===== src/rtl/lutram_arb_pkg.sv =====
// rtl/lutram_arb_pkg.sv - shared constants and state type for the LUTRAM arbiter
package lutram_arb_pkg;
    localparam int ADDR_W = 5;
    localparam int DEPTH  = 32;

    typedef enum logic {
        CLEAR = 1'b0,
        SERVE = 1'b1
    } state_t;
endpackage


===== src/rtl/lutram_arbiter_if.sv =====
// rtl/lutram_arbiter_if.sv - two requester ports of the LUTRAM arbiter
interface lutram_arbiter_if
    import lutram_arb_pkg::*;
#(
    parameter int DATA_W = 1
) ();
    logic              req0;
    logic              wr0;
    logic [ADDR_W-1:0] adr0;
    logic [DATA_W-1:0] din0;
    logic              gnt0;
    logic              rvld0;
    logic [DATA_W-1:0] dout0;

    logic              req1;
    logic              wr1;
    logic [ADDR_W-1:0] adr1;
    logic [DATA_W-1:0] din1;
    logic              gnt1;
    logic              rvld1;
    logic [DATA_W-1:0] dout1;

    modport master (
        output req0, wr0, adr0, din0, req1, wr1, adr1, din1,
        input  gnt0, rvld0, dout0, gnt1, rvld1, dout1
    );

    modport slave (
        input  req0, wr0, adr0, din0, req1, wr1, adr1, din1,
        output gnt0, rvld0, dout0, gnt1, rvld1, dout1
    );
endinterface


===== src/rtl/lutram_arb_rr.sv =====
// rtl/lutram_arb_rr.sv - two-way round-robin grant with last-grant register
module lutram_arb_rr (
    input  logic i_clk,
    input  logic i_rst_n,
    input  logic i_en,
    input  logic i_req0,
    input  logic i_req1,
    output logic o_gnt0,
    output logic o_gnt1
);
    // 1 = port 1 was granted last, so port 0 wins the first contention
    logic r_last;

    always_comb begin
        o_gnt0 = 1'b0;
        o_gnt1 = 1'b0;
        if (i_en) begin
            if (i_req0 && (!i_req1 || r_last)) begin
                o_gnt0 = 1'b1;
            end else if (i_req1) begin
                o_gnt1 = 1'b1;
            end
        end
    end

    always_ff @(posedge i_clk or negedge i_rst_n) begin
        if (!i_rst_n) begin
            r_last <= 1'b1;
        end else if (o_gnt0) begin
            r_last <= 1'b0;
        end else if (o_gnt1) begin
            r_last <= 1'b1;
        end
    end
endmodule


===== src/rtl/lutram_arbiter.sv =====
// rtl/lutram_arbiter.sv - two-port arbiter for a 32-deep single-port LUTRAM
// Optional power-up/restart clear sequencer enabled by LUTRAM_ARB_CLEAR_EN.
module lutram_arbiter
    import lutram_arb_pkg::*;
#(
    parameter int                DATA_W    = 1,
    parameter logic [DATA_W-1:0] CLEAR_VAL = '0
) (
    input  logic              i_clk,
    input  logic              i_rst_n,
    input  logic              i_clr,
    lutram_arbiter_if.slave   s_port,
    output logic              o_ram_we,
    output logic [ADDR_W-1:0] o_ram_a,
    output logic [DATA_W-1:0] o_ram_d,
    input  logic [DATA_W-1:0] i_ram_o,
    output logic              o_busy
);
    logic              w_serve;
    logic              w_clearing;
    logic [ADDR_W-1:0] w_clr_addr;
    logic              w_gnt0;
    logic              w_gnt1;
    logic              r_rvld0;
    logic              r_rvld1;
    logic [DATA_W-1:0] r_dout0;
    logic [DATA_W-1:0] r_dout1;

`ifdef LUTRAM_ARB_CLEAR_EN
    state_t            r_state;
    state_t            w_state_nxt;
    logic [ADDR_W-1:0] r_clr_addr;
    logic [ADDR_W-1:0] w_clr_addr_nxt;

    always_ff @(posedge i_clk or negedge i_rst_n) begin
        if (!i_rst_n) begin
            r_state    <= CLEAR;
            r_clr_addr <= '0;
        end else begin
            r_state    <= w_state_nxt;
            r_clr_addr <= w_clr_addr_nxt;
        end
    end

    always_comb begin
        w_state_nxt    = r_state;
        w_clr_addr_nxt = r_clr_addr;
        if (i_clr) begin
            w_state_nxt    = CLEAR;
            w_clr_addr_nxt = '0;
        end else if (r_state == CLEAR) begin
            if (r_clr_addr == ADDR_W'(DEPTH - 1)) begin
                w_state_nxt    = SERVE;
                w_clr_addr_nxt = '0;
            end else begin
                w_clr_addr_nxt = r_clr_addr + 1'b1;
            end
        end
    end

    // Gated by reset so the RAM and grants go quiet the moment reset asserts
    assign w_serve    = i_rst_n && (r_state == SERVE);
    assign w_clearing = i_rst_n && (r_state == CLEAR);
    assign w_clr_addr = r_clr_addr;
`else
    logic w_unused_clr;
    assign w_unused_clr = i_clr;
    assign w_serve      = i_rst_n;
    assign w_clearing   = 1'b0;
    assign w_clr_addr   = '0;
`endif

    lutram_arb_rr u_rr (
        .i_clk   (i_clk),
        .i_rst_n (i_rst_n),
        .i_en    (w_serve),
        .i_req0  (s_port.req0),
        .i_req1  (s_port.req1),
        .o_gnt0  (w_gnt0),
        .o_gnt1  (w_gnt1)
    );

    always_comb begin
        o_ram_we = 1'b0;
        o_ram_a  = '0;
        o_ram_d  = '0;
        if (w_clearing) begin
            o_ram_we = 1'b1;
            o_ram_a  = w_clr_addr;
            o_ram_d  = CLEAR_VAL;
        end else if (w_gnt0) begin
            o_ram_we = s_port.wr0;
            o_ram_a  = s_port.adr0;
            o_ram_d  = s_port.din0;
        end else if (w_gnt1) begin
            o_ram_we = s_port.wr1;
            o_ram_a  = s_port.adr1;
            o_ram_d  = s_port.din1;
        end
    end

    // Read data is taken from the asynchronous RAM output at the grant edge
    always_ff @(posedge i_clk or negedge i_rst_n) begin
        if (!i_rst_n) begin
            r_rvld0 <= 1'b0;
            r_rvld1 <= 1'b0;
            r_dout0 <= '0;
            r_dout1 <= '0;
        end else begin
            r_rvld0 <= w_gnt0 && !s_port.wr0;
            r_rvld1 <= w_gnt1 && !s_port.wr1;
            if (w_gnt0 && !s_port.wr0) begin
                r_dout0 <= i_ram_o;
            end
            if (w_gnt1 && !s_port.wr1) begin
                r_dout1 <= i_ram_o;
            end
        end
    end

    assign s_port.gnt0  = w_gnt0;
    assign s_port.gnt1  = w_gnt1;
    assign s_port.rvld0 = r_rvld0;
    assign s_port.rvld1 = r_rvld1;
    assign s_port.dout0 = r_dout0;
    assign s_port.dout1 = r_dout1;
    assign o_busy       = w_clearing;
endmodule


===== src/flat_wrapper.sv =====
// flat-port wrapper written by rule: the top's interface ports become plain ports
module lutram_arbiter_flat import lutram_arb_pkg::*;
#(
    parameter int                DATA_W    = 1,
    parameter logic [DATA_W-1:0] CLEAR_VAL = '0
)
  (i_clk, i_rst_n, i_clr, o_ram_we, o_ram_a, o_ram_d, i_ram_o, o_busy, s_port_req0, s_port_wr0, s_port_adr0, s_port_din0, s_port_req1, s_port_wr1, s_port_adr1, s_port_din1, s_port_gnt0, s_port_rvld0, s_port_dout0, s_port_gnt1, s_port_rvld1, s_port_dout1);
  lutram_arbiter_if #(.DATA_W(DATA_W)) s_port_i ();
  input  logic i_clk;
  input  logic i_rst_n;
  input  logic i_clr;
  output logic o_ram_we;
  output logic [ADDR_W-1:0] o_ram_a;
  output logic [DATA_W-1:0] o_ram_d;
  input  logic [DATA_W-1:0] i_ram_o;
  output logic o_busy;
  input wire logic [$bits(s_port_i.req0)-1:0] s_port_req0;
  input wire logic [$bits(s_port_i.wr0)-1:0] s_port_wr0;
  input wire logic [$bits(s_port_i.adr0)-1:0] s_port_adr0;
  input wire logic [$bits(s_port_i.din0)-1:0] s_port_din0;
  input wire logic [$bits(s_port_i.req1)-1:0] s_port_req1;
  input wire logic [$bits(s_port_i.wr1)-1:0] s_port_wr1;
  input wire logic [$bits(s_port_i.adr1)-1:0] s_port_adr1;
  input wire logic [$bits(s_port_i.din1)-1:0] s_port_din1;
  output wire logic [$bits(s_port_i.gnt0)-1:0] s_port_gnt0;
  output wire logic [$bits(s_port_i.rvld0)-1:0] s_port_rvld0;
  output wire logic [$bits(s_port_i.dout0)-1:0] s_port_dout0;
  output wire logic [$bits(s_port_i.gnt1)-1:0] s_port_gnt1;
  output wire logic [$bits(s_port_i.rvld1)-1:0] s_port_rvld1;
  output wire logic [$bits(s_port_i.dout1)-1:0] s_port_dout1;
  assign s_port_i.req0 = s_port_req0;
  assign s_port_i.wr0 = s_port_wr0;
  assign s_port_i.adr0 = s_port_adr0;
  assign s_port_i.din0 = s_port_din0;
  assign s_port_i.req1 = s_port_req1;
  assign s_port_i.wr1 = s_port_wr1;
  assign s_port_i.adr1 = s_port_adr1;
  assign s_port_i.din1 = s_port_din1;
  assign s_port_gnt0 = s_port_i.gnt0;
  assign s_port_rvld0 = s_port_i.rvld0;
  assign s_port_dout0 = s_port_i.dout0;
  assign s_port_gnt1 = s_port_i.gnt1;
  assign s_port_rvld1 = s_port_i.rvld1;
  assign s_port_dout1 = s_port_i.dout1;
  lutram_arbiter #(.DATA_W(DATA_W), .CLEAR_VAL(CLEAR_VAL)) u_core (.i_clk(i_clk), .i_rst_n(i_rst_n), .i_clr(i_clr), .s_port(s_port_i), .o_ram_we(o_ram_we), .o_ram_a(o_ram_a), .o_ram_d(o_ram_d), .i_ram_o(i_ram_o), .o_busy(o_busy));
endmodule

===== config.mk =====
export PLATFORM = sky130hd
export DESIGN_NAME = lutram_arbiter_flat
export DESIGN_NICKNAME = d
export VERILOG_FILES = /design/src/rtl/lutram_arb_pkg.sv /design/src/rtl/lutram_arbiter_if.sv /design/src/rtl/lutram_arb_rr.sv /design/src/rtl/lutram_arbiter.sv /design/src/flat_wrapper.sv
export SDC_FILE = /design/constraint.sdc
export NUM_CORES = 1
export LEC_CHECK = 0
export ABC_AREA = 1
export BUFFER_PORTS_ARGS = -buffer_cell sky130_fd_sc_hd__buf_2
export CORE_AREA = 5 5 42 44
export DETAILED_ROUTE_END_ITERATION = 10
export DIE_AREA = 0 0 47 49
export SETUP_SLACK_MARGIN = 0.2
export SLEW_MARGIN = 20
export SYNTH_ARGS = -nofsm -noshare
export SYNTH_HDL_FRONTEND = slang
export SYNTH_SLANG_ARGS = --single-unit

===== constraint.sdc =====
create_clock -name i_clk -period 1.8 [get_ports i_clk]
set_clock_uncertainty 0.05 [all_clocks]
set_input_delay 0.09 -clock i_clk [delete_from_list [all_inputs] [get_ports i_clk]]
set_output_delay 0.09 -clock i_clk [all_outputs]
set_load 0.005 [all_outputs]

==> results.md, run 1 <==
- Clock tree synthesis inserted a total of 3 buffers.
- The most critical setup path has its startpoint at u_core.u_rr.r_last.
- The clock slew at the register clock pins of the worst setup and hold paths is 0.04 ns.
- Yosys mapped the design onto 16 distinct sky130hd cell types.
- The number of port buffers is 31.
- The worst hold path passes through 3 cells.
- The detailed-route wire length is 1001 um.
- The via count of the first global-routing pass came to 353.
- After synthesis, the mean cell area works out to 6.978 um2.
- The signal arrival time at the worst endpoint is 1.39 ns.
- The min-delay analysis places its worst path in the category input pin to flop.
- The area of the mapped netlist is 362.8 um2.
- The post-layout total power is 0.3898 mW.
- The worst reg-to-reg path cell count is 7.
- Once placement completed, the tool counted placed cells totaling 98.
- In this run the static leakage power is 0.4059 nW.
- The startpoint identified for the worst register-to-register timing path is u_core.u_rr.r_last.
- The analysis attributes to net switching a power of 0.1175 mW.
- The share of power burned in registers is 35.2%.
- Along the worst path, the maximum fanout reaches 8.
- For this run, design rule violations remaining after detail routing come to 0.
- The clock reaches the later pin of the worst-skew pair after 0.24 ns.
- The post-route standard cell area excluding fillers is 594.3 um2.
- The post-synthesis register bit count is 5.
- The routed length per instance is 9.533 um.
- The post-route non-filler standard cell count is 105.
- Setup repair after global routing could not meet its margin everywhere.
- The capturing element type of the critical path is a primary output.
- Summed over all layers, the global routing overflow is 0.
- The capture endpoint of the worst hold path is u_core.s_port.dout0.
- TritonCTS built the clock tree.
- The critical path is of the flop to primary output type.
- The number of nets in the synthesized netlist is 72.
- The number of iterations in the first detailed-routing pass is 4.
- The run finished with clean final reports.
- The clock network fraction of total power is 33.6%.
- The layout overhead on the synthesized area is 63.79%.
- After detailed routing, the number of vias per cell comes to 4.095.
- Setup violations remaining at the end of the flow were counted as 0.
- The ratio of total power to cell area is 655.9 nW/um2.
- The floorplan row count is 14.
- Sequential elements use 34.83% of the synthesized area.
- The count of pins over their slew limit is 0.
- The number of failing hold endpoints at the final stage is 0.
- The worst-case register-to-register setup slack is 0.62 ns.
- The worst path needs 1.528 ns of the cycle, external delays included.
- The initial cell density of the core is 25.89%.
- The required time of the worst setup path is 1.66 ns.
- At the placement stage, the worst setup path has a slack of 0.5335 ns.
- The region available for standard cell placement spans 1401 um2.
- In this run the most critical hold path is launched from i_ram_o.
- Entering global routing, the biggest net connects 10 pins.
- Across the VDD grid, the largest voltage drop is 0.3848 mV.
- In this run the critical register-to-register path is captured at u_core.s_port.dout1.
- The longest clock path from root to sink contains 2 buffers.
- The top-area cell type share of the netlist area is 27.59%.
- In this run the cell area measured after placement is 530.5 um2.
- The initial antenna violation count came to 0.
- The max-capacitance violation count is 0.
- The floorplan step defined a die boundary enclosing 2303 um2.
- The first global-routing pass estimated 1317 um of wire.
- Based on the critical path, the design can be clocked at up to 0.6546 GHz.
- Counting every sink on the clock net gives 5.
- Setup total negative slack on the finished layout was measured at 0 ns.
- The element type at the critical path start is a flop.
- The first routing iteration left 3 violations.
- Summed over all instances, the cell type with the most area after synthesis is sky130_fd_sc_hd__dfrtp_1.
- Internal power comes to 0.2723 mW.
- The final antenna diode count is 0.
- The part of the power in combinational logic is 31.2%.
- Net switching is 30.15% of the power.
- After the last flow step, the layout net total stands at 110.
- Setup slack closes at 0.2724 ns.
- The post-detailed-route count of antenna-violating nets is 0.
- The post-route netlist has 55.06% of its cells at a drive strength greater than 1.
- The final HPWL from detailed placement is 825.8 um.
- In this run the clock root is driven by a sky130_fd_sc_hd__clkbuf_4.
- 34 I/O pins were placed.
- Synthesis handed over a netlist of 52 instances.
- Yosys printed 0 warnings.
- In the layout the commonest cells are sky130_fd_sc_hd__buf_2, sky130_fd_sc_hd__nand2_1, sky130_fd_sc_hd__inv_1.
- Sorting the synthesized cells by area gives the leading types as sky130_fd_sc_hd__dfrtp_1, sky130_fd_sc_hd__nand2_1, sky130_fd_sc_hd__inv_1.
- The congestion estimate from routability-driven global placement came to 0.6590.
- The final worst-path cycle share is 84.87%.
- The commonest non-fill, non-tap cell in the layout is sky130_fd_sc_hd__buf_2.
- The floorplan step set the die width to 47 um.
- In this run the number of H-tree levels came out at 1.
- From bottom edge to top edge, the die measures 49 um.
- Global routing consumed, over all layers together, 7.861% of the routing resources.
- The final route contains 430 vias.
[cells in the mapped netlist (all sizes together)]
cell   instances
nand4          3
nor2           1
nand3          1
conb           1
nand2         27
inv           10
dfrtp          4
o21ai          1
buf            1
o22ai          1
a21oi          1
dfstp          1
[cells by family after synthesis]
family          after synthesis  synth area share (%)
compound gates                3                 5.517
buf+inv                      11                 13.10
flops                         5                 34.83
other cells                   1                 1.033
simple gates                 32                 45.51
[cell type report]
cell class,count,area (um2)
timing repair buffer,34,180.2
tap,16,20.02
fill,151,807.0
inverter,10,40.04
clock buffer,4,26.28
multi-input combinational,36,201.4
sequential,5,126.4
[repair_timing]
action / CTS / global route
hold buffers: 1 / 0
buffers inserted: 0 / 2
resized for setup: 0 / 5
endpoints found under the setup margin: 0 / 5
endpoints found under the hold margin: 5 / 0
[critical path: stages (launching register included)]
cell                      delay, ns
sky130_fd_sc_hd__dfstp_2       0.53
sky130_fd_sc_hd__inv_2         0.05
sky130_fd_sc_hd__nand2_4       0.07
sky130_fd_sc_hd__nand2_4       0.08
sky130_fd_sc_hd__nor2_8        0.18
sky130_fd_sc_hd__nand2_2       0.07
sky130_fd_sc_hd__o21ai_2       0.05
sky130_fd_sc_hd__buf_2         0.12
[sequential cells by signal, indices dropped and copies added (netlist names)]
name and count:
u_core.s_port.dout0 1, u_core.s_port.rvld1 1, u_core.s_port.rvld0 1, u_core.s_port.dout1 1
u_core.u_rr.r_last 1
[worst max path at each step]
| stage | to | slack (ns) | depth (start not counted) |
|---|---|---|---|
| floorplan | o_ram_a[0] | 0.69 | 6 |
| global placement | o_ram_a[1] | 0.56 | 7 |
| detailed placement | o_ram_we | 0.53 | 7 |
| CTS | o_ram_we | 0.27 | 7 |
| global route | o_ram_we | 0.20 | 7 |
| finish | o_ram_we | 0.27 | 7 |
[metal layers]
layer | wire [um] | vias to the layer above | global-route usage [%]
met5 | 0 | - | 0
met2 | 402 | 29 | 11.76
met4 | 0 | 0 | 4.147
li1 | - | 228 | -
met3 | 202 | 0 | 4.059
met1 | 395 | 173 | 8.725
[power groups by stage]
| stage | clock network (mW) | logic, mW | registers [mW] |
|---|---|---|---|
| after global placement | 0 | 0.108 | 0.137 |
| final | 0.131 | 0.122 | 0.137 |
| after CTS | 0.137 | 0.112 | 0.137 |
| after global routing | 0.142 | 0.136 | 0.139 |
| after detailed placement | 0 | 0.109 | 0.137 |
| after floorplan | 0 | 0.0549 | 0.138 |
[per-stage QoR]
step / hold slack, ns / util, %
after floorplan: -0.2556 / -
after global placement: -0.1181 / 37.86
after detailed placement: -0.1159 / 37.86
after CTS: 0.06967 / 40.45
after global routing: 0.08114 / 42.41
final: 0.07271 / 42.41
No activity file was read; power rests on OpenSTA's default activity.
==> run 2: changes to the inputs <==
- ABC_AREA: 1 -> 0
- clock period: 1.8 -> 1.5 ns (I/O delays scaled with it)
==> run 2 against run 1 <==
Effect of this change: sequential cell count is the same; hold slack lost 0.048 ns; via count shrank 16%; clock power grew 14%; routed wire length shrank 11%; synthesized cell count shrank 52%; non-clock buffer count grew 3; clock-buffer cell count is the same; power grew 24%.
==> results.md, run 2 <==
- The post-layout utilization of the core is 38.75% (was 42.41%).
- The detailed-route wire length came to 893 um (was 1001 um).
- The global-route congestion overflow total was 0 (unchanged).
- The number of port buffers is 31 (unchanged).
- The most area-hungry cell type in the Yosys netlist is sky130_fd_sc_hd__dfrtp_1 (unchanged).
- The setup-violating endpoint count in the final report is 0 (unchanged).
- The worst reg-to-reg path cell count is 4 (was 7).
- The floorplan row count was 14 (unchanged).
- The maximum clock insertion buffer count was 2 (unchanged).
- The terminus of the critical flop-to-flop path is u_core.s_port.dout0 (was u_core.s_port.dout1).
- Outcome: finished, final reports clean (unchanged).
- The maximum net fanout on the critical path was 2 (was 8).
- The commonest non-fill, non-tap cell in the layout was sky130_fd_sc_hd__buf_2 (unchanged).
- The post-synthesis xor/xnor area fraction was 0% (unchanged).
- The post-placement cell area is 451.7 um2 (was 530.5 um2).
- The max-capacitance violation count is 0 (unchanged).
- The instance count along the most critical hold path is 2 (was 3).
- The shortest period the worst path allows is 1.459 ns.
- The cell count after synthesis is 25 (was 52).
- The post-route non-filler standard cell count is 81 (was 105).
- The initial cell density of the core is 20.27% (was 25.89%).
- The net switching power is 0.1306 mW (was 0.1175 mW).
- The count of pins over their slew limit is 0 (unchanged).
- The ratio of total power to cell area is 888.9 nW/um2 (was 655.9 nW/um2).
- The routed length per instance was 11.02 um (was 9.533 um).
- The layout overhead on the synthesized area is 91.19% (was 63.79%).
- The part of the power in combinational logic was 33.8% (was 31.2%).
- The dominant combinational cell family by area after synthesis is compound AO/OA/AOI/OAI gates (was simple AND/OR/NAND/NOR gates).
- The share of synthesized flip-flops with an asynchronous set or reset is 100.0% (unchanged).
- The share of power burned in registers came to 35.2% (about the same).
- The initial antenna violation count is 0 (unchanged).
- The element type at the critical path start was a flop (unchanged).
- The post-synthesis adder-cell area fraction came to 0% (unchanged).
- The placeable core region is 1401 um2 (unchanged).
- The worst-case register-to-register setup slack came to 0.04 ns (was 0.62 ns).
- The count of pins on the block boundary came to 34 (unchanged).
- The endpoint of the most critical setup path is u_core.s_port.dout0 (was o_ram_we).
- The post-route standard cell area excluding fillers is 543.0 um2 (was 594.3 um2).
- The complex-gate fraction of the synthesized area is 38.33% (was 5.517%).
- The TritonCTS buffer count came to 3 (unchanged).
- The peak supply drop was 0.4921 mV (was 0.3848 mV).
- The final antenna diode count came to 0 (unchanged).
- The die footprint is 2303 um2 (unchanged).
- The clock root buffer is sky130_fd_sc_hd__clkbuf_4 (unchanged).
- The predominant post-synthesis flop cell is sky130_fd_sc_hd__dfrtp_1 (unchanged).
- The clock network fraction of total power is 30.9% (was 33.6%).
- The capturing element type of the critical path is a flop (was primary output).
- The number of remaining DRC errors is 0 (unchanged).
- The instance count after placement with tap cells included is 71 (was 98).
- The fraction of power spent switching nets is 27.06% (was 30.15%).
- The kind of path behind the tightest hold check is input pin to flop (unchanged).
- The y dimension of the die is 49 um (unchanged).
- The sequential cell area fraction in the yosys report is 44.49% (was 34.83%).
- The pre-CTS worst setup slack was 0.1322 ns (was 0.5335 ns).
- The internal cell power is 0.3521 mW (was 0.2723 mW).
- The required time of the worst setup path is 1.57 ns (was 1.66 ns).
- The number of nets in the layout came to 86 (was 110).
- The kind of critical path is flop to flop (was flop to primary output).
- The net count after synthesis is 45 (was 72).
- The average via count per standard cell is 4.469 (was 4.095).
- The mean instance size in the synthesized netlist is 11.36 um2 (was 6.978 um2).
- The number of DRC violations after detailed-routing iteration 0 came to 3 (unchanged).
- The maximum number of pins on one net before global-route repair is 9 (was 10).
- The number of levels in the clock H-tree is 1 (unchanged).
- The top-area cell type share of the netlist area was 35.24% (was 27.59%).
- The worst path setup slack after routing is 0.04136 ns (was 0.2724 ns).
- The insertion delay to the later sink of the worst-skew pair was 0.23 ns (was 0.24 ns).
- The number of failing hold endpoints at the final stage came to 0 (unchanged).
- The post-layout total power is 0.4827 mW (was 0.3898 mW).
- Cells taking the most area after synthesis: sky130_fd_sc_hd__dfrtp_1, sky130_fd_sc_hd__a22o_1, sky130_fd_sc_hd__dfstp_2 (was sky130_fd_sc_hd__dfrtp_1, sky130_fd_sc_hd__nand2_1, sky130_fd_sc_hd__inv_1).
- The beginning of the worst register-to-register path is u_core.u_rr.r_last (unchanged).
- The post-synthesis register bit count is 5 (unchanged).
- Top cells by instance count after synthesis: sky130_fd_sc_hd__a22o_1, sky130_fd_sc_hd__dfrtp_1, sky130_fd_sc_hd__nand2_1 (was sky130_fd_sc_hd__nand2_1, sky130_fd_sc_hd__inv_1, sky130_fd_sc_hd__dfrtp_1).
- The post-detailed-route count of antenna-violating nets was 0 (unchanged).
- The area of the mapped netlist is 284.0 um2 (was 362.8 um2).
- The via count was 362 (was 430).
- The most used standard cell by instance count after synthesis was sky130_fd_sc_hd__a22o_1 (was sky130_fd_sc_hd__nand2_1).
- The clock sink total is 5 (unchanged).
- The clock slew at the register clock pins of the worst setup and hold paths was 0.04 ns (about the same).
- The via count of the first global-routing pass came to 357 (was 353).
- RSZ-0062 raised after global routing: yes (unchanged).
- The global-route usage over all layers is 9.040% (was 7.861%).
- The unique cell type count in the Yosys netlist is 12 (was 16).
- The number of iterations in the first detailed-routing pass was 3 (was 4).
- The die boundary width is 47 um (unchanged).
- The leakage power is 0.2969 nW (was 0.4059 nW).
- The number of warnings issued by yosys is 0 (unchanged).
- The routability congestion estimate from global placement is 0.6110 (was 0.6590).
- The first-pass GRT wire length came to 1524 um (was 1317 um).
- The final worst-path cycle share is 97.24%.
- The maximum operating frequency is 0.6856 GHz.
- Commonest cells after routing, fill and taps aside: sky130_fd_sc_hd__buf_2, sky130_fd_sc_hd__a22o_1, sky130_fd_sc_hd__buf_4, sky130_fd_sc_hd__dfrtp_1 (was sky130_fd_sc_hd__buf_2, sky130_fd_sc_hd__nand2_1, sky130_fd_sc_hd__inv_1).
- The multiplexer area fraction after synthesis was 7.930% (was 0%).
- The number of synthesized flops with an enable pin is 0 (unchanged).
- The fraction of final layout cells sized beyond drive strength 1 was 69.23% (was 55.06%).
- The beginning of the critical path is u_core.u_rr.r_last (unchanged).
- The post-synthesis share of cell area spent on and, or, nand and nor gates came to 3.965% (was 45.52%).
- The clock tree from TritonCTS is built (unchanged).
- The signal arrival time at the worst endpoint is 1.52 ns (was 1.39 ns).
run 2: changes by cell type after synthesis, sizes merged:
cell,change
mux2,+2
o22ai,-1
a211oi,+2
inv,-9
nor2,-1
nand2,-24
nand4,-3
a22o,+7
nand3,-1
a21oi,+1
run 2: area by class of cell:
cell class / instances / area, um2
clock buffers: 4 / 26.28
fillers: 160 / 858.3
inverters: 1 / 3.754
multi-input cells: 18 / 161.4
flip-flops and latches: 5 / 126.4
well taps: 16 / 20.02
repair buffers: 37 / 205.2
run 2: timing repair:
action,4_1_cts,5_1_grt
gates resized for setup,1,1
setup endpoints to repair,9,10
buffers inserted,2,2
pin swaps,6,6
hold buffers,2,0
endpoints found under the hold margin,6,0
run 2: through the flow:
stage          setup TNS (ns)  hold WS (ns)
6_report                    0       0.02456
5_1_grt               -0.2157      0.005686
4_1_cts                     0       0.02018
3_5_place_dp                0       -0.1410
3_3_place_gp                0       -0.1434
2_1_floorplan               0       -0.2706
run 2: metal layers:
metal | up-vias | track usage (%) | routed length [um]
met5 | - | 0 | 0
met4 | 0 | 2.765 | 0
met3 | 0 | 5.535 | 51
met2 | 6 | 14.93 | 533
met1 | 180 | 9.091 | 307
li1 | 176 | - | -
run 2: kinds of logic (layout without fill, tap and decap cells):
group / after synthesis / in the layout
muxes: 2 / 2
and+or+nand+nor: 3 / 3
AOI/OAI and AO/OA: 12 / 12
buffers and inverters: 2 / 42
DFF: 5 / 5
other: 1 / 1
run 2: power by group through the flow:
stage / sequential [mW] / clock [mW] / combinational (mW)
finish: 0.170 / 0.149 / 0.163
global route: 0.173 / 0.174 / 0.179
CTS: 0.173 / 0.158 / 0.144
detailed placement: 0.177 / 0 / 0.124
global placement: 0.177 / 0 / 0.122
floorplan: 0.179 / 0 / 0.0541
run 2: worst min path at each step:
stage	start	end	slack, ns
after global placement	i_rst_n	u_core.s_port.rvld0	-0.14
after CTS	i_ram_o	u_core.s_port.dout0	0.02
final	i_ram_o	u_core.s_port.dout0	0.02
after floorplan	i_rst_n	u_core.s_port.dout0	-0.27
after global routing	i_ram_o	u_core.s_port.dout0	0.006
after detailed placement	i_rst_n	u_core.s_port.rvld1	-0.14
run 2: critical path: stages, from the launching register on:
cell                       delay (ns)
sky130_fd_sc_hd__dfstp_2         0.53
sky130_fd_sc_hd__inv_2           0.05
sky130_fd_sc_hd__buf_4           0.12
sky130_fd_sc_hd__a211oi_2        0.24
sky130_fd_sc_hd__mux2_1          0.34
==> run 3: changes to the inputs <==
- ABC_CLOCK_PERIOD_IN_PS: default -> 1500
- BUFFER_PORTS_ARGS: -buffer_cell sky130_fd_sc_hd__buf_2 -> -buffer_cell sky130_fd_sc_hd__clkbuf_2
- GPL_TIMING_DRIVEN: default -> 0
==> run 3 against run 2 <==
Effect of this change: sequential cell count stayed put; cell count is 2.5% higher; power is 4.4% higher; largest power group is now combinational cells; sequential power hardly changed; global-route usage is 0.22 points higher; combinational power is 9.8% higher; core utilization is 1.5 points higher; die area stayed put.
==> results.md, run 3 (synthesized netlist as in run 2, its figures left out) <==
- Outcome: finished, final reports clean (unchanged).
- The die footprint was 2303 um2 (unchanged).
- The floorplan row count was 14 (unchanged).
- The count of pins over their slew limit was 0 (unchanged).
- The max-capacitance violation count is 0 (unchanged).
- The setup-violating endpoint count in the final report is 0 (unchanged).
- The insertion delay to the later sink of the worst-skew pair is 0.24 ns (was 0.23 ns).
- The post-detailed-route count of antenna-violating nets came to 0 (unchanged).
- The number of fill cells in the layout came to 158 (was 160).
- The number of port buffers is 31 (unchanged).
- The clock root buffer is sky130_fd_sc_hd__clkbuf_4 (unchanged).
- The final antenna diode count is 0 (unchanged).
- The average via count per standard cell is 4.265 (was 4.469).
- The maximum net fanout on the critical path is 2 (unchanged).
- The peak supply drop is 0.4197 mV (was 0.4921 mV).
- The signal arrival time at the worst endpoint is 1.56 ns (was 1.52 ns).
- The worst path setup slack after routing is 0.008286 ns (was 0.04136 ns).
- The element type at the critical path start is a flop (unchanged).
- The routed length per instance is 11.72 um (was 11.02 um).
- The ratio of total power to cell area came to 893.4 nW/um2 (was 888.9 nW/um2).
- The clock slew at the register clock pins of the worst setup and hold paths was 0.05 ns (was 0.04 ns).
- The global-route congestion overflow total is 0 (unchanged).
- The post-placement cell area is 459.2 um2 (was 451.7 um2).
- RSZ-0062 raised after global routing: yes (unchanged).
- The routability congestion estimate from global placement is 0.5964 (was 0.6110).
- The number of iterations in the first detailed-routing pass is 1 (was 3).
- The capturing element type of the critical path is a flop (unchanged).
- The post-route non-filler standard cell count is 83 (was 81).
- The post-layout total power is 0.5041 mW (was 0.4827 mW).
- The kind of critical path is flop to flop (unchanged).
- The clock sink total is 5 (unchanged).
- The TritonCTS buffer count was 3 (unchanged).
- The via count was 354 (was 362).
- The post-route standard cell area excluding fillers was 564.3 um2 (was 543.0 um2).
- The y dimension of the die was 49 um (unchanged).
- The worst-case register-to-register setup slack came to 0.008 ns (was 0.04 ns).
- The kind of path behind the tightest hold check is input pin to flop (unchanged).
- The maximum clock insertion buffer count is 2 (unchanged).
- The final sum of negative setup slack came to 0 ns (unchanged).
- The via count of the first global-routing pass came to 369 (was 357).
- The pre-CTS worst setup slack is 0.1014 ns (was 0.1322 ns).
- The number of levels in the clock H-tree is 1 (unchanged).
- The final hold slack came to 0.02216 ns (was 0.02456 ns).
- The die boundary width is 47 um (unchanged).
- The layout overhead on the synthesized area was 98.68% (was 91.19%).
- The global-route usage over all layers is 9.258% (was 9.040%).
- The placeable core region came to 1401 um2 (unchanged).
- The leakage power is 0.3068 nW (was 0.2969 nW).
- The required time of the worst setup path is 1.57 ns (about the same).
- Commonest cells after routing, fill and taps aside: sky130_fd_sc_hd__clkbuf_2, sky130_fd_sc_hd__a22o_1, sky130_fd_sc_hd__buf_4, sky130_fd_sc_hd__dfrtp_1 (was sky130_fd_sc_hd__buf_2, sky130_fd_sc_hd__a22o_1, sky130_fd_sc_hd__buf_4, sky130_fd_sc_hd__dfrtp_1).
- The first-pass GRT wire length is 1545 um (was 1524 um).
- The shortest period the worst path allows was 1.492 ns (was 1.459 ns).
- The maximum number of pins on one net before global-route repair is 9 (unchanged).
- The detailed-route wire length is 973 um (was 893 um).
- The clock tree from TritonCTS was built (unchanged).
- The maximum operating frequency came to 0.6704 GHz (was 0.6856 GHz).
- The initial antenna violation count is 0 (unchanged).
- The number of DRC violations after detailed-routing iteration 0 is 0 (was 3).
- The instance count after placement with tap cells included is 72 (was 71).
- The fraction of final layout cells sized beyond drive strength 1 was 68.66% (was 69.23%).
- The number of nets in the layout is 88 (was 86).
- The initial cell density of the core is 20.27% (unchanged).
- The count of pins on the block boundary is 34 (unchanged).
- The commonest non-fill, non-tap cell in the layout is sky130_fd_sc_hd__clkbuf_2 (was sky130_fd_sc_hd__buf_2).
- The number of failing hold endpoints at the final stage is 0 (unchanged).
- The number of remaining DRC errors was 0 (unchanged).
- The post-layout utilization of the core is 40.27% (was 38.75%).
- The final worst-path cycle share came to 99.45% (was 97.24%).
[run 3: cell types whose count changed in the layout (fill, tap and decap cells not counted)]
cell	before	now
sky130_fd_sc_hd__clkbuf_2	0	28
sky130_fd_sc_hd__dlygate4sd3_1	2	3
sky130_fd_sc_hd__buf_6	0	1
sky130_fd_sc_hd__buf_2	31	3
[run 3: worst max-delay path: stages, from the launching register on]
cell                       delay, ns
sky130_fd_sc_hd__dfstp_2        0.37
sky130_fd_sc_hd__buf_4          0.13
sky130_fd_sc_hd__buf_6          0.11
sky130_fd_sc_hd__buf_4          0.13
sky130_fd_sc_hd__a211oi_2       0.22
sky130_fd_sc_hd__mux2_2         0.36
[run 3: timing repair]
action	in CTS	in global routing
hold endpoints to repair	7	0
gates resized for setup	1	5
pin swaps	4	6
setup buffers	2	2
hold buffers	3	0
setup endpoints to repair	9	11
[run 3: cell type report]
| type | instances | area, um2 | area share [%] |
|---|---|---|---|
| Tap cell | 16 | 20.02 | 3.548 |
| Inverter | 1 | 3.754 | 0.6652 |
| Sequential cell | 5 | 126.4 | 22.39 |
| Buffer | 1 | 7.507 | 1.330 |
| Timing Repair Buffer | 38 | 219.0 | 38.80 |
| Multi-Input combinational cell | 18 | 161.4 | 28.60 |
| Clock buffer | 4 | 26.28 | 4.656 |
[run 3: layer usage]
| layer | wire (um) | track usage, % | part of all wire [%] | vias to the layer above |
|---|---|---|---|---|
| li1 | - | - | - | 181 |
| met5 | 0 | 0 | 0 | - |
| met2 | 564 | 16.06 | 58 | 6 |
| met3 | 60 | 5.904 | 6.2 | 0 |
| met1 | 349 | 8.444 | 36 | 167 |
| met4 | 0 | 2.765 | 0 | 0 |
[run 3: worst paths after layout]
path	start	end	cells past startpoint
max	u_core.u_rr.r_last	u_core.s_port.dout1	5
min	i_ram_o	u_core.s_port.dout0	2
max reg2reg	u_core.u_rr.r_last	u_core.s_port.dout1	5
min reg2reg	u_core.s_port.dout0	u_core.s_port.dout0	1
max in group asynchronous	i_rst_n	u_core.u_rr.r_last	2
min in group asynchronous	i_rst_n	u_core.s_port.rvld0	2
[run 3: power by group]
group          switching, mW  total (mW)  internal (mW)
sequential            0.0105       0.171          0.161
clock                 0.0533       0.154          0.100
combinational         0.0764       0.179          0.103
total                  0.140       0.504          0.364
